## src/rtl/rx_deframer_pkg.sv

```systemverilog
// Shared HDLC constants, the receive FSM state type and a window bit-order helper.
package hdlc_pkg;

  localparam logic [7:0] FLAG       = 8'h7E;
  localparam logic [2:0] STUFF_ONES = 3'd5;
  localparam logic [2:0] ABORT_ONES = 3'd7;

  typedef enum logic [1:0] {
    ST_IDLE = 2'd0,
    ST_OPEN = 2'd1,
    ST_DATA = 2'd2
  } state_e;

  // Window stage 7 holds the earliest received bit, which is the byte LSB.
  function automatic logic [7:0] win_to_byte(input logic [7:0] w);
    logic [7:0] r;
    for (int i = 0; i < 8; i++) r[i] = w[7-i];
    return r;
  endfunction

endpackage

```

## src/rtl/rx_deframer_if.sv

```systemverilog
// Line-side inputs and decoded outputs of the HDLC receive deframer.
interface rx_deframer_if;

  logic       Rx;
  logic       RxEN;
  logic [7:0] Rx_Data;
  logic       Rx_NewByte;
  logic       Rx_FlagDetect;
  logic       Rx_AbortDetect;
  logic       Rx_ValidFrame;
  logic       Rx_EoF;
  logic       Rx_FrameError;

  // Line driver / consumer side.
  modport master (
    output Rx, RxEN,
    input  Rx_Data, Rx_NewByte, Rx_FlagDetect, Rx_AbortDetect,
           Rx_ValidFrame, Rx_EoF, Rx_FrameError
  );

  // Deframer side.
  modport slave (
    input  Rx, RxEN,
    output Rx_Data, Rx_NewByte, Rx_FlagDetect, Rx_AbortDetect,
           Rx_ValidFrame, Rx_EoF, Rx_FrameError
  );

endinterface

```

## src/rtl/rx_deframer_bit_window.sv

```systemverilog
// 8-bit raw line window with per-bit valid marks, ones run counter,
// zero-deletion marking and flag/abort decode. Decode outputs are
// combinational for the current sampled bit; the caller registers them.
module rx_bit_window
  import hdlc_pkg::*;
(
  input  logic Clk,
  input  logic Rst,
  input  logic en_i,
  input  logic bit_i,
  output logic exit_bit_o,
  output logic exit_vld_o,
  output logic flag_o,
  output logic abort_o
);

  logic [7:0] win_q, win_d;
  logic [7:0] vld_q, vld_d;
  logic [2:0] ones_q, ones_d;

  // Shift on each sampled bit; flag and abort both invalidate the whole window.
  always_comb begin
    win_d      = win_q;
    vld_d      = vld_q;
    ones_d     = ones_q;
    exit_bit_o = win_q[7];
    exit_vld_o = 1'b0;
    flag_o     = 1'b0;
    abort_o    = 1'b0;
    if (en_i) begin
      exit_vld_o = vld_q[7];
      win_d      = {win_q[6:0], bit_i};
      // A zero right after five ones is a stuffed bit, kept raw but not as data.
      vld_d      = {vld_q[6:0], ~(~bit_i && (ones_q == STUFF_ONES))};
      if (bit_i)
        ones_d = (ones_q == ABORT_ONES) ? ones_q : ones_q + 3'd1;
      else
        ones_d = 3'd0;
      // Only the 6->7 edge counts, so a held-high line aborts once.
      abort_o = bit_i && (ones_q == ABORT_ONES - 3'd1);
      flag_o  = ~abort_o && (win_to_byte(win_d) == FLAG);
      if (flag_o || abort_o) vld_d = '0;
    end
  end

  // Window state registers.
  always_ff @(posedge Clk or posedge Rst) begin
    if (Rst) begin
      win_q  <= '0;
      vld_q  <= '0;
      ones_q <= '0;
    end else begin
      win_q  <= win_d;
      vld_q  <= vld_d;
      ones_q <= ones_d;
    end
  end

endmodule

```

## src/rtl/rx_deframer.sv

```systemverilog
// HDLC receive deframer: frame FSM and LSB-first byte assembly on top of
// the raw bit window. Every output is a register.
module rx_deframer (
  input  logic          Clk,
  input  logic          Rst,
  rx_deframer_if.slave  rx
);
  import hdlc_pkg::*;

  logic exit_bit, exit_vld, flag, abort;

  rx_bit_window u_win (
    .Clk        (Clk),
    .Rst        (Rst),
    .en_i       (rx.RxEN),
    .bit_i      (rx.Rx),
    .exit_bit_o (exit_bit),
    .exit_vld_o (exit_vld),
    .flag_o     (flag),
    .abort_o    (abort)
  );

  state_e     state_q, state_d;
  logic [2:0] cnt_q, cnt_d;
  logic [7:0] sh_q, sh_d;
  logic [7:0] data_q, data_d;
  logic       nb_q, nb_d;
  logic       flg_q, abt_q;
  logic       vf_q;
  logic       eof_q, eof_d;
  logic       ferr_q, ferr_d;

  // Exiting data bit is consumed first, then the flag/abort action applies.
  always_comb begin
    state_d = state_q;
    cnt_d   = cnt_q;
    sh_d    = sh_q;
    data_d  = data_q;
    nb_d    = 1'b0;
    eof_d   = 1'b0;
    ferr_d  = 1'b0;
    if (exit_vld && (state_q != ST_IDLE)) begin
      sh_d    = {exit_bit, sh_q[7:1]};
      cnt_d   = cnt_q + 3'd1;
      state_d = ST_DATA;
      if (cnt_q == 3'd7) begin
        data_d = sh_d;
        nb_d   = 1'b1;
      end
    end
    if (abort) begin
      state_d = ST_IDLE;
      cnt_d   = 3'd0;
    end else if (flag) begin
      // One flag both closes the current frame and opens the next.
      if (state_d == ST_DATA) begin
        eof_d  = (cnt_d == 3'd0);
        ferr_d = (cnt_d != 3'd0);
      end
      state_d = ST_OPEN;
      cnt_d   = 3'd0;
    end
  end

  // FSM, assembly and output registers.
  always_ff @(posedge Clk or posedge Rst) begin
    if (Rst) begin
      state_q <= ST_IDLE;
      cnt_q   <= '0;
      sh_q    <= '0;
      data_q  <= '0;
      nb_q    <= 1'b0;
      flg_q   <= 1'b0;
      abt_q   <= 1'b0;
      vf_q    <= 1'b0;
      eof_q   <= 1'b0;
      ferr_q  <= 1'b0;
    end else begin
      state_q <= state_d;
      cnt_q   <= cnt_d;
      sh_q    <= sh_d;
      data_q  <= data_d;
      nb_q    <= nb_d;
      flg_q   <= flag;
      abt_q   <= abort;
      vf_q    <= (state_d == ST_DATA);
      eof_q   <= eof_d;
      ferr_q  <= ferr_d;
    end
  end

  assign rx.Rx_Data        = data_q;
  assign rx.Rx_NewByte     = nb_q;
  assign rx.Rx_FlagDetect  = flg_q;
  assign rx.Rx_AbortDetect = abt_q;
  assign rx.Rx_ValidFrame  = vf_q;
  assign rx.Rx_EoF         = eof_q;
  assign rx.Rx_FrameError  = ferr_q;

endmodule

```

## src/flat_wrapper.sv

```systemverilog
// flat-port wrapper written by rule: the top's interface ports become plain ports
module rx_deframer_flat import hdlc_pkg::*;
  (Clk, Rst, rx_Rx, rx_RxEN, rx_Rx_Data, rx_Rx_NewByte, rx_Rx_FlagDetect, rx_Rx_AbortDetect, rx_Rx_ValidFrame, rx_Rx_EoF, rx_Rx_FrameError);
  rx_deframer_if rx_i ();
  input  logic Clk;
  input  logic Rst;
  input wire logic [$bits(rx_i.Rx)-1:0] rx_Rx;
  input wire logic [$bits(rx_i.RxEN)-1:0] rx_RxEN;
  output wire logic [$bits(rx_i.Rx_Data)-1:0] rx_Rx_Data;
  output wire logic [$bits(rx_i.Rx_NewByte)-1:0] rx_Rx_NewByte;
  output wire logic [$bits(rx_i.Rx_FlagDetect)-1:0] rx_Rx_FlagDetect;
  output wire logic [$bits(rx_i.Rx_AbortDetect)-1:0] rx_Rx_AbortDetect;
  output wire logic [$bits(rx_i.Rx_ValidFrame)-1:0] rx_Rx_ValidFrame;
  output wire logic [$bits(rx_i.Rx_EoF)-1:0] rx_Rx_EoF;
  output wire logic [$bits(rx_i.Rx_FrameError)-1:0] rx_Rx_FrameError;
  assign rx_i.Rx = rx_Rx;
  assign rx_i.RxEN = rx_RxEN;
  assign rx_Rx_Data = rx_i.Rx_Data;
  assign rx_Rx_NewByte = rx_i.Rx_NewByte;
  assign rx_Rx_FlagDetect = rx_i.Rx_FlagDetect;
  assign rx_Rx_AbortDetect = rx_i.Rx_AbortDetect;
  assign rx_Rx_ValidFrame = rx_i.Rx_ValidFrame;
  assign rx_Rx_EoF = rx_i.Rx_EoF;
  assign rx_Rx_FrameError = rx_i.Rx_FrameError;
  rx_deframer u_core (.Clk(Clk), .Rst(Rst), .rx(rx_i));
endmodule
```

## config.mk

```make
export PLATFORM = sky130hd
export DESIGN_NAME = rx_deframer_flat
export DESIGN_NICKNAME = d
export VERILOG_FILES = /design/src/rtl/rx_deframer_pkg.sv /design/src/rtl/rx_deframer_if.sv /design/src/rtl/rx_deframer_bit_window.sv /design/src/rtl/rx_deframer.sv /design/src/flat_wrapper.sv
export SDC_FILE = /design/constraint.sdc
export NUM_CORES = 1
export LEC_CHECK = 0
export ABC_CLOCK_PERIOD_IN_PS = 1600
export CAP_MARGIN = 40
export CORE_MARGIN = 5
export CORE_UTILIZATION = 45
export CTS_BUF_LIST = sky130_fd_sc_hd__clkbuf_8
export CTS_CLUSTER_DIAMETER = 150
export DETAILED_ROUTE_END_ITERATION = 12
export GPL_ROUTABILITY_DRIVEN = 0
export HOLD_SLACK_MARGIN = 0.1
export PLACE_DENSITY = 0.66
export SETUP_SLACK_MARGIN = 0.15
export SYNTH_ARGS = -nofsm -noshare
export SYNTH_HDL_FRONTEND = slang
export SYNTH_SLANG_ARGS = --single-unit
```

## constraint.sdc

```tcl
create_clock -name Clk -period 1.6 [get_ports Clk]
set_input_delay 0.24 -clock Clk [delete_from_list [all_inputs] [get_ports Clk]]
set_output_delay 0.24 -clock Clk [all_outputs]
set_load 0.1 [all_outputs]
```

==> metrics <==
sw power 890 uW; starting density of the core 46.2%; portion of total power attributed to sequential cells 49.8%; final setup skew 0.00537 ns; unrepaired setup endpoints after global routing yes; Core Region about 4000 sq um; end-of-flow core utilization 61.2%; CTS clk-pin slew, worst paths 0.08 ns; fin. max-slew vios 0; die area 5480 sq um; Setup Viol. Count Final 0; largest voltage drop on the vdd net 723 uV; routed wire length 3280 microns; CP Max Fanout 3; Period Utilization, post-route 87.8%; post-route minimum period 1.41 ns; maximum achievable frequency 0.712 GHz; number of top-level design ports 18; status complete, no violations; cell-internal power about 2.2 mW; initial antenna violation count 0; Hold Violations, Final 0; layout cell share with drive strength beyond 1 35.0%; number of buffers on the longest clock path 2; worst rel slew slack 75.2%; net total in the final layout 190; critical path data required time 1.78 ns; Worst Setup Slack post-DPL -0.0901 ns; commonest cells after routing, fill and taps aside sky130_fd_sc_hd__dfrtp_1, sky130_fd_sc_hd__nand2_1, sky130_fd_sc_hd__mux2_2; Reg-to-Reg End u_core.rx.Rx_FrameError; H-tree depth 2; global-route wire length before repair 5400 microns; number of synthesized register bits 45; width of the die 74.1 microns; Lkg Pwr 1.20 nW; vias 1171; sequential area share after synthesis around three fifths; area growth from synthesis to final layout 32.6%; data arrival time at the worst-slack endpoint 1.59 ns; global-route total usage across every layer 13.0%; source-to-sink clock delay at the later pin of the worst-skew pair 0.29 ns; pin count of the biggest net entering global routing 46; Iter 0 DRT Violations between 90 and 100; type of element capturing the critical path flip-flop; Sw Ratio 29.2%; most common cell after layout, fill and taps aside sky130_fd_sc_hd__dfrtp_1; number of fill cells in the layout 294; post-detail-place hpwl about 2200 microns; first-pass detailed-route iteration total 4; number of distinct library cells after synthesis 29; worst path setup slack after routing 0.195 ns; Overall Power 3.04 mW; path category of the worst min-delay check in -> async; Worst Tran Pin Value 0.370 ns; Final TNS setup 0 ns; via count normalized by instance count slightly above 5; number of clock buffers inserted by TritonCTS 5; Root Buffer sky130_fd_sc_hd__clkbuf_8; Yosys warnings 0; total number of placement rows 23; Pwr per Cell Area 1240 nW/um^2; cell area after technology mapping 1850 sq um; vertical extent of the die 74.1 microns; DR WL/cell 14.3 microns; Worst setup SP type flip-flop; DRC Markers 0; power share of the combinational group 23.7%; count of maximum capacitance violations 0; Worst Setup Path Type reg -> reg; number of nets produced by synthesis 157; cell count of the worst reg-to-reg path 5; Syn Area/Cell 12.6 sq um; Worst Hold Margin about 0.31 ns; via count of the first global-routing pass about 1200; number of inserted diodes 0; remaining global-route overflow 0; Routed Antenna Nets 0; part of the total power dissipated in the clock network 26.6%; clock sink count 45; register-to-register setup slack 0.19 ns; quantity of I/O buffers inserted on ports 17; CTS tree done; number of instances in the synthesized netlist 147; reg2reg start u_core.cnt_q[1]
==> critical path, stage by stage, from the launching register on <==
cell                      delay, ns
sky130_fd_sc_hd__dfrtp_1       0.40
sky130_fd_sc_hd__ha_1          0.22
sky130_fd_sc_hd__ha_4          0.23
sky130_fd_sc_hd__nor3b_2       0.16
sky130_fd_sc_hd__mux2i_1       0.11
sky130_fd_sc_hd__nor3b_2       0.17
==> how the worst max path moves through the flow <==
stage | startpoint | to | slack, ns | cells after the start
6_report | u_core.cnt_q[1] | u_core.rx.Rx_FrameError | 0.19 | 5
5_1_grt | u_core.u_win.ones_q[0] | u_core.u_win.ones_q[2] | 0.11 | 6
4_1_cts | u_core.cnt_q[1] | u_core.rx.Rx_FrameError | 0.11 | 5
3_5_place_dp | rx_RxEN | u_core.rx.Rx_Data[7] | -0.09 | 4
3_3_place_gp | rx_RxEN | u_core.rx.Rx_Data[5] | -0.06 | 4
2_1_floorplan | u_core.cnt_q[0] | u_core.rx.Rx_FrameError | 0.20 | 5
==> cell families (layout without fill, tap and decap cells) <==
logic type      count (synthesis)  after routing  share of synthesized area (%)
flops                          45             45                           61.0
simple gates                   45             45                           11.8
compound gates                 21             21                           9.21
mux                            18             18                           10.9
buf+inv                        11             44                           2.57
fa+ha+maj                       6              6                           4.06
xor+xnor                        1              1                          0.474
==> registers in the layout, summed over array words and instances (netlist names) <==
register,cells
u_core.rx.Rx_FlagDetect,1
u_core.rx.Rx_NewByte,1
u_core.u_win.win_q,8
u_core.rx.Rx_EoF,1
u_core.state_q,2
u_core.cnt_q,3
u_core.u_win.vld_q,8
u_core.rx.Rx_FrameError,1
u_core.rx.Rx_AbortDetect,1
u_core.u_win.ones_q,3
u_core.rx.Rx_Data,8
u_core.sh_q,7
u_core.rx.Rx_ValidFrame,1
==> per-stage QoR <==
stage / std cells / area (sq um)
after floorplan: 147 / 1850
after global placement: 219 / 2280
after detailed placement: 219 / 2280
after CTS: 227 / 2390
after global routing: 230 / 2450
final: 230 / 2450
==> timing repair <==
item | 4_1_cts | 5_1_grt
gates resized for setup | 1 | 8
hold endpoints to repair | 0 | 0
setup buffers | 1 | 3
hold buffers | 0 | 0
setup endpoints to repair | 18 | 19
pin swaps | 1 | 2
==> Yosys cell counts <==
master	number	area [sq um]
sky130_fd_sc_hd__dfrtp_1	45	1130
sky130_fd_sc_hd__nand2_1	31	116
sky130_fd_sc_hd__mux2_2	17	191
sky130_fd_sc_hd__a22o_1	9	78.8
sky130_fd_sc_hd__ha_1	6	75.1
sky130_fd_sc_hd__inv_1	6	22.5
sky130_fd_sc_hd__a21oi_1	4	20.0
sky130_fd_sc_hd__o21ai_0	3	15.0
sky130_fd_sc_hd__buf_2	2	10.0
sky130_fd_sc_hd__nand3b_1	2	15.0
sky130_fd_sc_hd__nor2_1	2	7.51
sky130_fd_sc_hd__nor3_1	2	10.0
sky130_fd_sc_hd__nor3b_1	2	15.0
sky130_fd_sc_hd__a211oi_4	1	20.0
sky130_fd_sc_hd__a21bo_2	1	10.0
sky130_fd_sc_hd__a31o_2	1	8.76
sky130_fd_sc_hd__and3_2	1	7.51
sky130_fd_sc_hd__and4_1	1	8.76
sky130_fd_sc_hd__and4_2	1	10.0
sky130_fd_sc_hd__and4bb_4	1	16.3
sky130_fd_sc_hd__buf_4	1	7.51
sky130_fd_sc_hd__clkbuf_1	1	3.75
sky130_fd_sc_hd__clkinv_1	1	3.75
sky130_fd_sc_hd__mux2i_1	1	10.0
sky130_fd_sc_hd__nand2_2	1	6.26
sky130_fd_sc_hd__nand3_1	1	5.00
sky130_fd_sc_hd__o211a_1	1	10.0
sky130_fd_sc_hd__o211ai_1	1	7.51
sky130_fd_sc_hd__xnor2_1	1	8.76
==> power groups by stage <==
stage	clock network [mW]	logic (mW)	registers, mW
detailed placement	0	0.622	1.54
CTS	0.825	0.657	1.51
global route	0.865	0.795	1.54
global placement	0	0.596	1.52
floorplan	0	0.353	1.59
finish	0.808	0.720	1.51
==> final cells by class <==
cell class                 instances  area, sq um  share of cell area, %
clock buffer                       5         68.8                   2.81
clock inverter                     2         35.0                   1.43
multi-input combinational         91          709                   29.0
tap                               50         62.6                   2.55
timing repair buffer              30          420                   17.2
inverter                           7         26.3                   1.07
sequential                        45         1130                   46.0
==> routing by layer <==
metal  share of wire [%]  up-vias  global-route usage (%)  wire length (microns)
met5                   0        -                       0                      0
met4                 1.2        0                    5.63                     38
met3                 3.5        6                    3.51                    116
met2                  52       14                    21.9                   1720
met1                  43      583                    15.7                   1410
li1                    -      568                       -                      -
No activity file was read; power rests on OpenSTA's default activity.
